===== config.mk =====
export PLATFORM = sky130hd
export DESIGN_NAME = instr_encoder
export DESIGN_NICKNAME = d
export VERILOG_FILES = /design/src/rtl/instr_encoder.sv
export SDC_FILE = /design/constraint.sdc
export NUM_CORES = 1
export LEC_CHECK = 0
export ABC_CLOCK_PERIOD_IN_PS = 3360
export CAP_MARGIN = 20
export CORE_ASPECT_RATIO = 1.25
export CORE_UTILIZATION = 49
export CTS_CLUSTER_DIAMETER = 50
export DETAILED_ROUTE_END_ITERATION = 10
export PLACE_DENSITY = 0.76
export SYNTH_ARGS = -nofsm -noshare
export SYNTH_HDL_FRONTEND = slang
export SYNTH_SLANG_ARGS = --single-unit

===== constraint.sdc =====
create_clock -name clk_i -period 3.36 [get_ports clk_i]
set_clock_uncertainty 0.1 [all_clocks]
set_input_delay 0.84 -clock clk_i [delete_from_list [all_inputs] [get_ports clk_i]]
set_output_delay 0.84 -clock clk_i [all_outputs]
set_load 0.005 [all_outputs]

===== src/rtl/instr_encoder.sv =====
// instr_encoder
//   Packs RV32 instruction fields (R, I-arith, I-load, S, SB) into 32-bit words.
//   I, S and SB immediates are range-checked. Legal words are queued in a small
//   FIFO, each tagged with a sequential instruction-memory word address.
//   The self-test program loader uses this block ahead of the CPU.
// Ports
//   clk_i, rst_i               clock; synchronous active-high reset
//   req_valid_i / req_ready_o  encode request handshake
//   req_type_i                 0=R 1=I-arith 2=I-load 3=S 4=SB (5..7 illegal)
//   rd_i, rs1_i, rs2_i         register fields
//   funct3_i, funct7_i         function fields
//   imm_i                      signed immediate (SB in halfword units)
//   wr_valid_o / wr_ready_i    instruction-memory write handshake (FIFO head)
//   wr_addr_o, wr_data_o       head word address and encoded instruction
//   err_o                      pulse one cycle after a rejected request
//   err_count_o                saturating rejected-request count
//   level_o                    FIFO occupancy
module instr_encoder #(
  parameter int ADDR_W    = 10,
  parameter int DEPTH     = 4,
  parameter int BASE_ADDR = 0
) (
  input  logic                     clk_i,
  input  logic                     rst_i,
  input  logic                     req_valid_i,
  output logic                     req_ready_o,
  input  logic [2:0]               req_type_i,
  input  logic [4:0]               rd_i,
  input  logic [4:0]               rs1_i,
  input  logic [4:0]               rs2_i,
  input  logic [2:0]               funct3_i,
  input  logic [6:0]               funct7_i,
  input  logic [31:0]              imm_i,
  output logic                     wr_valid_o,
  input  logic                     wr_ready_i,
  output logic [ADDR_W-1:0]        wr_addr_o,
  output logic [31:0]              wr_data_o,
  output logic                     err_o,
  output logic [7:0]               err_count_o,
  output logic [$clog2(DEPTH):0]   level_o
);

  localparam int PTR_W = $clog2(DEPTH);
  localparam int LVL_W = PTR_W + 1;

  localparam logic [6:0] OP_R    = 7'b0110011;
  localparam logic [6:0] OP_IARI = 7'b0010011;
  localparam logic [6:0] OP_ILD  = 7'b0000011;
  localparam logic [6:0] OP_S    = 7'b0100011;
  localparam logic [6:0] OP_SB   = 7'b1100011;

  logic [31:0]       word;
  logic              legal;
  logic              imm_fits;

  logic [31:0]       mem_data [DEPTH];
  logic [ADDR_W-1:0] mem_addr [DEPTH];
  logic [PTR_W-1:0]  wr_ptr;
  logic [PTR_W-1:0]  rd_ptr;
  logic [LVL_W-1:0]  level;
  logic [ADDR_W-1:0] addr_cnt;
  logic              err;
  logic [7:0]        err_cnt;

  logic              accept;
  logic              push;
  logic              pop;
  logic              head_valid;

  // A 12-bit signed immediate sign-extends to 32 bits only if bits 31..11 agree.
  assign imm_fits = (&imm_i[31:11]) | ~(|imm_i[31:11]);

  always_comb begin
    word  = '0;
    legal = 1'b0;
    case (req_type_i)
      3'd0: begin
        word  = {funct7_i, rs2_i, rs1_i, funct3_i, rd_i, OP_R};
        legal = 1'b1;
      end
      3'd1: begin
        word  = {imm_i[11:0], rs1_i, funct3_i, rd_i, OP_IARI};
        legal = imm_fits;
      end
      3'd2: begin
        word  = {imm_i[11:0], rs1_i, funct3_i, rd_i, OP_ILD};
        legal = imm_fits;
      end
      3'd3: begin
        word  = {imm_i[11:5], rs2_i, rs1_i, funct3_i, imm_i[4:0], OP_S};
        legal = imm_fits;
      end
      3'd4: begin
        // imm_i already holds the byte offset shifted right by one.
        word  = {imm_i[11], imm_i[9:4], rs2_i, rs1_i, funct3_i, imm_i[3:0], imm_i[10], OP_SB};
        legal = imm_fits;
      end
      default: begin
        word  = '0;
        legal = 1'b0;
      end
    endcase
  end

  // Readiness depends only on registered occupancy, so a full FIFO refuses
  // even in a cycle where the head is being popped.
  assign req_ready_o = (level != LVL_W'(DEPTH));
  assign accept      = req_valid_i & req_ready_o;
  assign push        = accept & legal;
  assign head_valid  = (level != '0);
  assign pop         = head_valid & wr_ready_i;

  always_ff @(posedge clk_i) begin
    if (push) begin
      mem_data[wr_ptr] <= word;
      mem_addr[wr_ptr] <= addr_cnt;
    end
  end

  always_ff @(posedge clk_i) begin
    if (rst_i) begin
      wr_ptr   <= '0;
      rd_ptr   <= '0;
      level    <= '0;
      addr_cnt <= ADDR_W'(BASE_ADDR);
      err      <= 1'b0;
      err_cnt  <= '0;
    end else begin
      if (push) begin
        wr_ptr   <= wr_ptr + 1'b1;
        addr_cnt <= addr_cnt + 1'b1;
      end
      if (pop) begin
        rd_ptr <= rd_ptr + 1'b1;
      end
      case ({push, pop})
        2'b10:   level <= level + 1'b1;
        2'b01:   level <= level - 1'b1;
        default: level <= level;
      endcase
      err <= accept & ~legal;
      if (accept && !legal && err_cnt != 8'hFF) begin
        err_cnt <= err_cnt + 1'b1;
      end
    end
  end

  // Storage is not cleared by reset, so the head fields are gated to zero when empty.
  assign wr_valid_o  = head_valid;
  assign wr_data_o   = head_valid ? mem_data[rd_ptr] : '0;
  assign wr_addr_o   = head_valid ? mem_addr[rd_ptr] : '0;
  assign err_o       = err;
  assign err_count_o = err_cnt;
  assign level_o     = level;

endmodule


==> flow_summary.json, run 1 <==
{
  "status": "complete, no violations",
  "finalCritPeriodShare_pct": 96.32,
  "first_iter_violations": 351,
  "first_pass_iters": 4,
  "antenna_found_initial": 0,
  "maxSlewHeadroom_pct": 49.89,
  "syn_avg_cell_area_um2": 14.50,
  "synth_mux_area_share_pct": 12.68,
  "gr-total-overflow": 0,
  "fmax_ghz": 0.3090,
  "core-area_mm2": 0.01627,
  "cap_violations": 0,
  "ys_seq_area_share_pct": 64.02,
  "insertion_delay_ns": 0.42,
  "ys.flop_type": "edfxtp_1",
  "rrSetupSlack_ns": 0.76,
  "drc": 0,
  "synth_compound_area_share_pct": 6.567,
  "grt_first_pass_wirelength_um": 28880,
  "cts_tree": "built",
  "setup-tns-final_ns": 0,
  "yosysTopAreaCell": "edfxtp_1",
  "drive_gt1_share_pct": 17.34,
  "gr-usage-all-layers_pct": 21.88,
  "clockPowerShare_pct": 38.9,
  "worst_pin_slew_ns": 0.7438,
  "multi_input_area_mm2": 0.002739,
  "synth_fa_ha_area_share_pct": 1.313,
  "n_antenna_cell": 0,
  "drv_slew": 0,
  "cp-end-kind": "output pin",
  "area_growth_pct": 27.58,
  "switchingPower_mw": 1.118,
  "synth_area_leaders": "edfxtp_1 57%, mux4_2 11%, dfxtp_1 6.8%",
  "synth_cell_types": 52,
  "worstSetupPathType": "flop to output pin",
  "p_int_mw": 4.037,
  "peakVddDrop_mv": 0.3346,
  "clk_path_buf_depth": 2,
  "initial_utilization_pct": 50.37,
  "vias": 5276,
  "period_minus_slack_ns": 3.236,
  "yosys.area_share.simple_pct": 12.26,
  "p_seq_share_pct": 49.1,
  "routed_wire_length_per_instance_um": 18.97,
  "place_area_mm2": 0.009841,
  "cts.sinks": 184,
  "synth_top_area_share_pct": 57.18,
  "path_delay_family": "buffers and inverters",
  "powerDensity_mw_per_mm2": 493.2,
  "cpPeakStageDelay_ns": 0.51,
  "dp_hpwl_um": 11990,
  "total_leakage_power_nw": 3.449,
  "synthMostInstantiatedCell": "edfxtp_1",
  "grt_pass1_vias": 5620,
  "crit_arrival_ns": 2.30,
  "ys_seq_elements": 184,
  "tritoncts.num_buffers": 17,
  "clkTransAtPathRegs_ns": 0.06,
  "synthXorXnorAreaFrac_pct": 0.4276,
  "crit_path_start_kind": "flop",
  "htreeDepth": 4,
  "fin_nets": 774,
  "ant_nets": 0,
  "cp.required_ns": 2.42,
  "synthArstFlopShare_pct": 0,
  "die_y_um": 146.6,
  "grt_max_degree": 42,
  "seq_area_mm2": 0.005250,
  "viasPerCell": 5.667,
  "fin_hold_ws_ns": 0.4452,
  "synth_cells": 565,
  "numPortBuffers": 117,
  "hold_viol": 0,
  "die-area_mm2": 0.01724,
  "ys_top_cells_by_count": "156 x edfxtp_1, 56 x and2_1, 39 x mux4_2",
  "combPwrFrac_pct": 12.0,
  "finalSetupViolations": 0,
  "die_w_um": 117.7,
  "min_path_type": "flop to flop",
  "cts_root_buffer": "clkbuf_16",
  "rsz0062_at_grt": "false",
  "path_cells": "buf_4 -> mux4_2 -> and2_1 -> clkdlybuf4s50_1",
  "gp_congestion": 0.8733,
  "postCtsSetupRepairBufs": 0,
  "wl_um": 17660,
  "slowest_stage": "mux4_2",
  "fin_area_mm2": 0.01045,
  "synth_warnings": 0,
  "syn_area_mm2": 0.008193,
  "path_buf_inv": 2,
  "synth_top_family_by_area": "multiplexers",
  "synth_edf_count": 156,
  "rows": 52,
  "p_sw_share_pct": 21.68,
  "nFillCells": 1218,
  "ios": 120,
  "power.total_mw": 5.155,
  "path_max_fanout": 10
}
worst min-delay path: cells and delay by family (launching register included):
| kind | cells | cell delay (ns) |
|---|---|---|
| AND/OR/NAND/NOR | 1 | 0.11 |
| flip-flops | 1 | 0.33 |
| XOR/XNOR | 1 | 0.07 |
registers in the layout (all words and copies together) (netlist names), named ones only:
| signal | count |
|---|---|
| rd_ptr | 2 |
| wr_ptr | 2 |
| level_o | 3 |
| err_o | 1 |
| mem_data | 116 |
| mem_addr | 40 |
| err_count_o | 8 |
| addr_cnt | 10 |
cell type report:
cell class / count / area share [%]
clock buffer: 19 / 4.142
clock inverter: 13 / 1.592
inverter: 12 / 0.4309
multi-input combinational: 334 / 26.20
sequential: 184 / 50.23
tap: 216 / 2.586
timing repair buffer: 153 / 14.82
power groups by stage:
stage	sequential, mW	combinational [mW]	clock, mW
floorplan	2.57	0.313	0
global placement	2.58	0.602	0
detailed placement	2.58	0.620	0
CTS	2.53	0.623	2.03
global route	2.54	0.670	2.13
finish	2.53	0.619	2.00
worst paths after layout:
kind,cells past startpoint,startpoint,end
worst max-delay path,4,flop,wr_data_o[21]
worst min-delay path,2,rd_ptr[1]$_SDFFE_PP0P_,flop
worst max register to register,9,level_o[2]$_SDFFE_PP0P_,level_o[2]$_SDFFE_PP0P_
worst min register to register,2,rd_ptr[1]$_SDFFE_PP0P_,flop
cell families after synthesis:
| family | count (synthesis) |
|---|---|
| simple gates | 184 |
| mux | 54 |
| buf+inv | 48 |
| fa+ha+maj | 8 |
| flops | 184 |
| xor+xnor | 4 |
| compound gates | 82 |
| other cells | 1 |
cells in the final DEF, fill, tap and decap left out, drive strengths merged, types with 18 or more instances in the layout:
cell           instances
a21oi                 22
and2                  56
buf                   36
clkbuf                19
clkdlybuf4s50        117
dfxtp                 28
edfxtp               156
mux4                  39
nand2                 36
nor2                  18
per-layer routing:
| layer | vias up | track usage, % | wire length, µm |
|---|---|---|---|
| met1 | 2612 | 24.63 | 6823 |
| met4 | 0 | 8.974 | 405 |
| met2 | 171 | 40.00 | 9513 |
| met3 | 27 | 4.648 | 915 |
| li1 | 2466 | - | - |
| met5 | - | 0 | 0 |
per-stage QoR:
stage	setup WS, ns	utilization (%)	cells
after global placement	0.01539	60.50	899
after CTS	0.06418	64.20	931
after floorplan	0.005758	-	566
final	0.1237	64.26	931
after global routing	0.02155	64.26	931
after detailed placement	-0.1545	60.50	899
repair_timing:
action	in CTS	in global routing
endpoints found under the setup margin	2	1
gates resized for setup	1	2
hold buffers	0	0
Note: power is estimated with default switching activity, not from simulation.
==> run 2: changes to the inputs <==
==> config.mk (replaced) <==
export PLATFORM = sky130hd
export DESIGN_NAME = instr_encoder
export DESIGN_NICKNAME = d
export VERILOG_FILES = /design/src/rtl/instr_encoder.sv
export SDC_FILE = /design/constraint.sdc
export NUM_CORES = 1
export LEC_CHECK = 0
export ABC_CLOCK_PERIOD_IN_PS = 3400
export CAP_MARGIN = 20
export CORE_ASPECT_RATIO = 1.25
export CORE_MARGIN = 2
export CORE_UTILIZATION = 50
export CTS_CLUSTER_DIAMETER = 50
export DETAILED_ROUTE_END_ITERATION = 10
export PLACE_DENSITY = 0.74
export SYNTH_ARGS = -nofsm -noshare
export SYNTH_HDL_FRONTEND = slang
export SYNTH_SLANG_ARGS = --single-unit
==> constraint.sdc (replaced) <==
create_clock -name clk_i -period 3.4 [get_ports clk_i]
set_clock_uncertainty 0.1 [all_clocks]
set_input_delay 0.85 -clock clk_i [delete_from_list [all_inputs] [get_ports clk_i]]
set_output_delay 0.85 -clock clk_i [all_outputs]
set_load 0.005 [all_outputs]
==> flow_summary.json, run 2 (synthesis gave the netlist of run 1 again) <==
{
  "cts_tree": "built",
  "die-area_mm2": 0.01743,
  "finalCritPeriodShare_pct": 95.49,
  "peakVddDrop_mv": 0.3434,
  "status": "complete, no violations",
  "hold_depth": 2,
  "largest_reg_flops": 116,
  "worst-r2r-cell-count": 9,
  "grt_max_degree": 42,
  "layout_commonest_cell": "edfxtp_1",
  "drive_gt1_share_pct": 17.85,
  "numPortBuffers": 117,
  "die_y_um": 147.1,
  "postCtsSetupRepairBufs": 0,
  "regToRegEndpoint": "level_o[2]$_SDFFE_PP0P_",
  "timing.rr.start": "level_o[1]$_SDFFE_PP0P_",
  "ant_nets": 0,
  "finalNonFillerCells": 933,
  "setup-tns-final_ns": 0,
  "power.total_mw": 5.071,
  "cts_root_buffer": "clkbuf_16",
  "gr-usage-all-layers_pct": 21.81,
  "powerDensity_mw_per_mm2": 484.0,
  "first_iter_violations": 345,
  "cp-end-kind": "output pin",
  "holdCritStartpoint": "err_count_o[7]$_SDFFE_PP0P_",
  "crit_path_start_kind": "flop",
  "routed_wire_length_per_instance_um": 19.60,
  "place_area_mm2": 0.009881,
  "min_path_type": "flop to flop",
  "worstSetupPathType": "flop to output pin",
  "dp_hpwl_um": 11910,
  "cts.sinks": 184,
  "first_pass_iters": 5,
  "hold_viol": 0,
  "total_leakage_power_nw": 3.450,
  "grt_pass1_vias": 5531,
  "maxSlewHeadroom_pct": 58.35,
  "cts_hold_buf": 0,
  "finalSetupViolations": 0,
  "insertion_delay_ns": 0.43,
  "period_minus_slack_ns": 3.247,
  "gp_congestion": 0.8337,
  "crit_arrival_ns": 2.30,
  "cap_violations": 0,
  "largestRegisters": "mem_data (116), mem_addr (40), addr_cnt (10)",
  "gr-total-overflow": 0,
  "vias": 5352,
  "n_antenna_cell": 0,
  "fin_area_mm2": 0.01048,
  "nFillCells": 1211,
  "initial_utilization_pct": 50.78,
  "htreeDepth": 4,
  "largest-register": "mem_data",
  "place_ws_ns": -0.2028,
  "fmax_ghz": 0.3080,
  "post_cts_resized": 0,
  "cp.required_ns": 2.45,
  "rrSetupSlack_ns": 0.82,
  "drc": 0,
  "rsz0062_at_grt": "false",
  "clkTransAtPathRegs_ns": 0.07,
  "worst_pin_slew_ns": 0.6191,
  "path_max_fanout": 39,
  "clk_path_buf_depth": 2,
  "holdPathEnd": "err_count_o[7]$_SDFFE_PP0P_",
  "area_growth_pct": 27.89,
  "core-area_mm2": 0.01614,
  "viasPerCell": 5.736,
  "wl_um": 18290,
  "drv_slew": 0,
  "final_cell_mix": "156 x edfxtp_1, 117 x clkdlybuf4s50_1, 52 x and2_1, 39 x mux4_2, 36 x nand2_1",
  "antenna_found_initial": 0,
  "final.setup.worst_slack_ns": 0.1534,
  "dp.cells": 901,
  "rows": 52,
  "tritoncts.num_buffers": 17,
  "grt_first_pass_wirelength_um": 29230,
  "fin_nets": 776,
  "die_w_um": 118.5,
  "ios": 120
}
## run 2: cell count changes in the layout (fill, tap and decap cells not counted), moves of 2 or more
cell        before  now
clkinv_2         2    0
clkinvlp_4       1    3
clkbuf_1         2    0
inv_8            1    4
bufinv_16        3    1
buf_12           7   10
## run 2: metal layers
metal  vias to the layer above  GRT usage [%]  wire length [µm]
li1                       2466              -                 -
met1                      2679          24.61              6918
met2                       176          41.27             10200
met3                        31          4.309               792
met4                         0          6.905               372
met5                         -              0                 0
## run 2: per-stage QoR
stage | hold WS [ns] | util [%]
after global placement | 0.4036 | 61.24
after CTS | 0.4191 | 64.93
after global routing | 0.4485 | 64.93
final | 0.4265 | 64.93
after floorplan | 0.3847 | -
after detailed placement | 0.4082 | 61.24
## run 2: area by class of cell
class                   count  area, µm²  share of cell area (%)
inverters                  12      45.04                  0.4299
well taps                 216      270.3                   2.579
clock inverters            14      157.7                   1.505
repair buffers            155       1582                   15.09
clock buffers              18      439.2                   4.192
multi-input cells         334       2736                   26.12
flip-flops and latches    184       5248                   50.08
## run 2: critical path, cell delays in order (launching register included)
cell and delay, ns:
dfxtp_2 0.34, buf_12 0.30, mux4_2 0.57, and2_1 0.20
clkdlybuf4s50_1 0.45
## run 2: worst max-delay path by stage
stage | from | to | slack [ns] | cells after the start
after global placement | req_type_i[1] | level_o[2]$_SDFFE_PP0P_ | -0.01 | 12
after detailed placement | req_type_i[1] | level_o[2]$_SDFFE_PP0P_ | -0.20 | 12
after floorplan | req_type_i[1] | mem_addr[0][0]$_DFFE_PP_ | 0.04 | 7
final | flop | wr_data_o[5] | 0.15 | 4
after global routing | flop | wr_addr_o[6] | 0.05 | 4
after CTS | flop | wr_data_o[5] | 0.11 | 4
## run 2: power by group
part           leakage [nW]  internal [mW]  switching (mW)
combinational          1.49          0.344           0.269
clock                 0.284           1.06           0.897
sequential             1.67           2.47          0.0225
total                  3.45           3.88            1.19
==> run 3: changes to the inputs <==
--- a/config.mk
+++ b/config.mk
@@ -6,7 +6,6 @@
 export NUM_CORES = 1
 export LEC_CHECK = 0
 export ABC_CLOCK_PERIOD_IN_PS = 3400
-export CAP_MARGIN = 20
 export CORE_ASPECT_RATIO = 1.25
 export CORE_MARGIN = 2
 export CORE_UTILIZATION = 50
==> results of run 3 <==
Same layout as run 2: the final DEF is identical, and so are final timing and power.
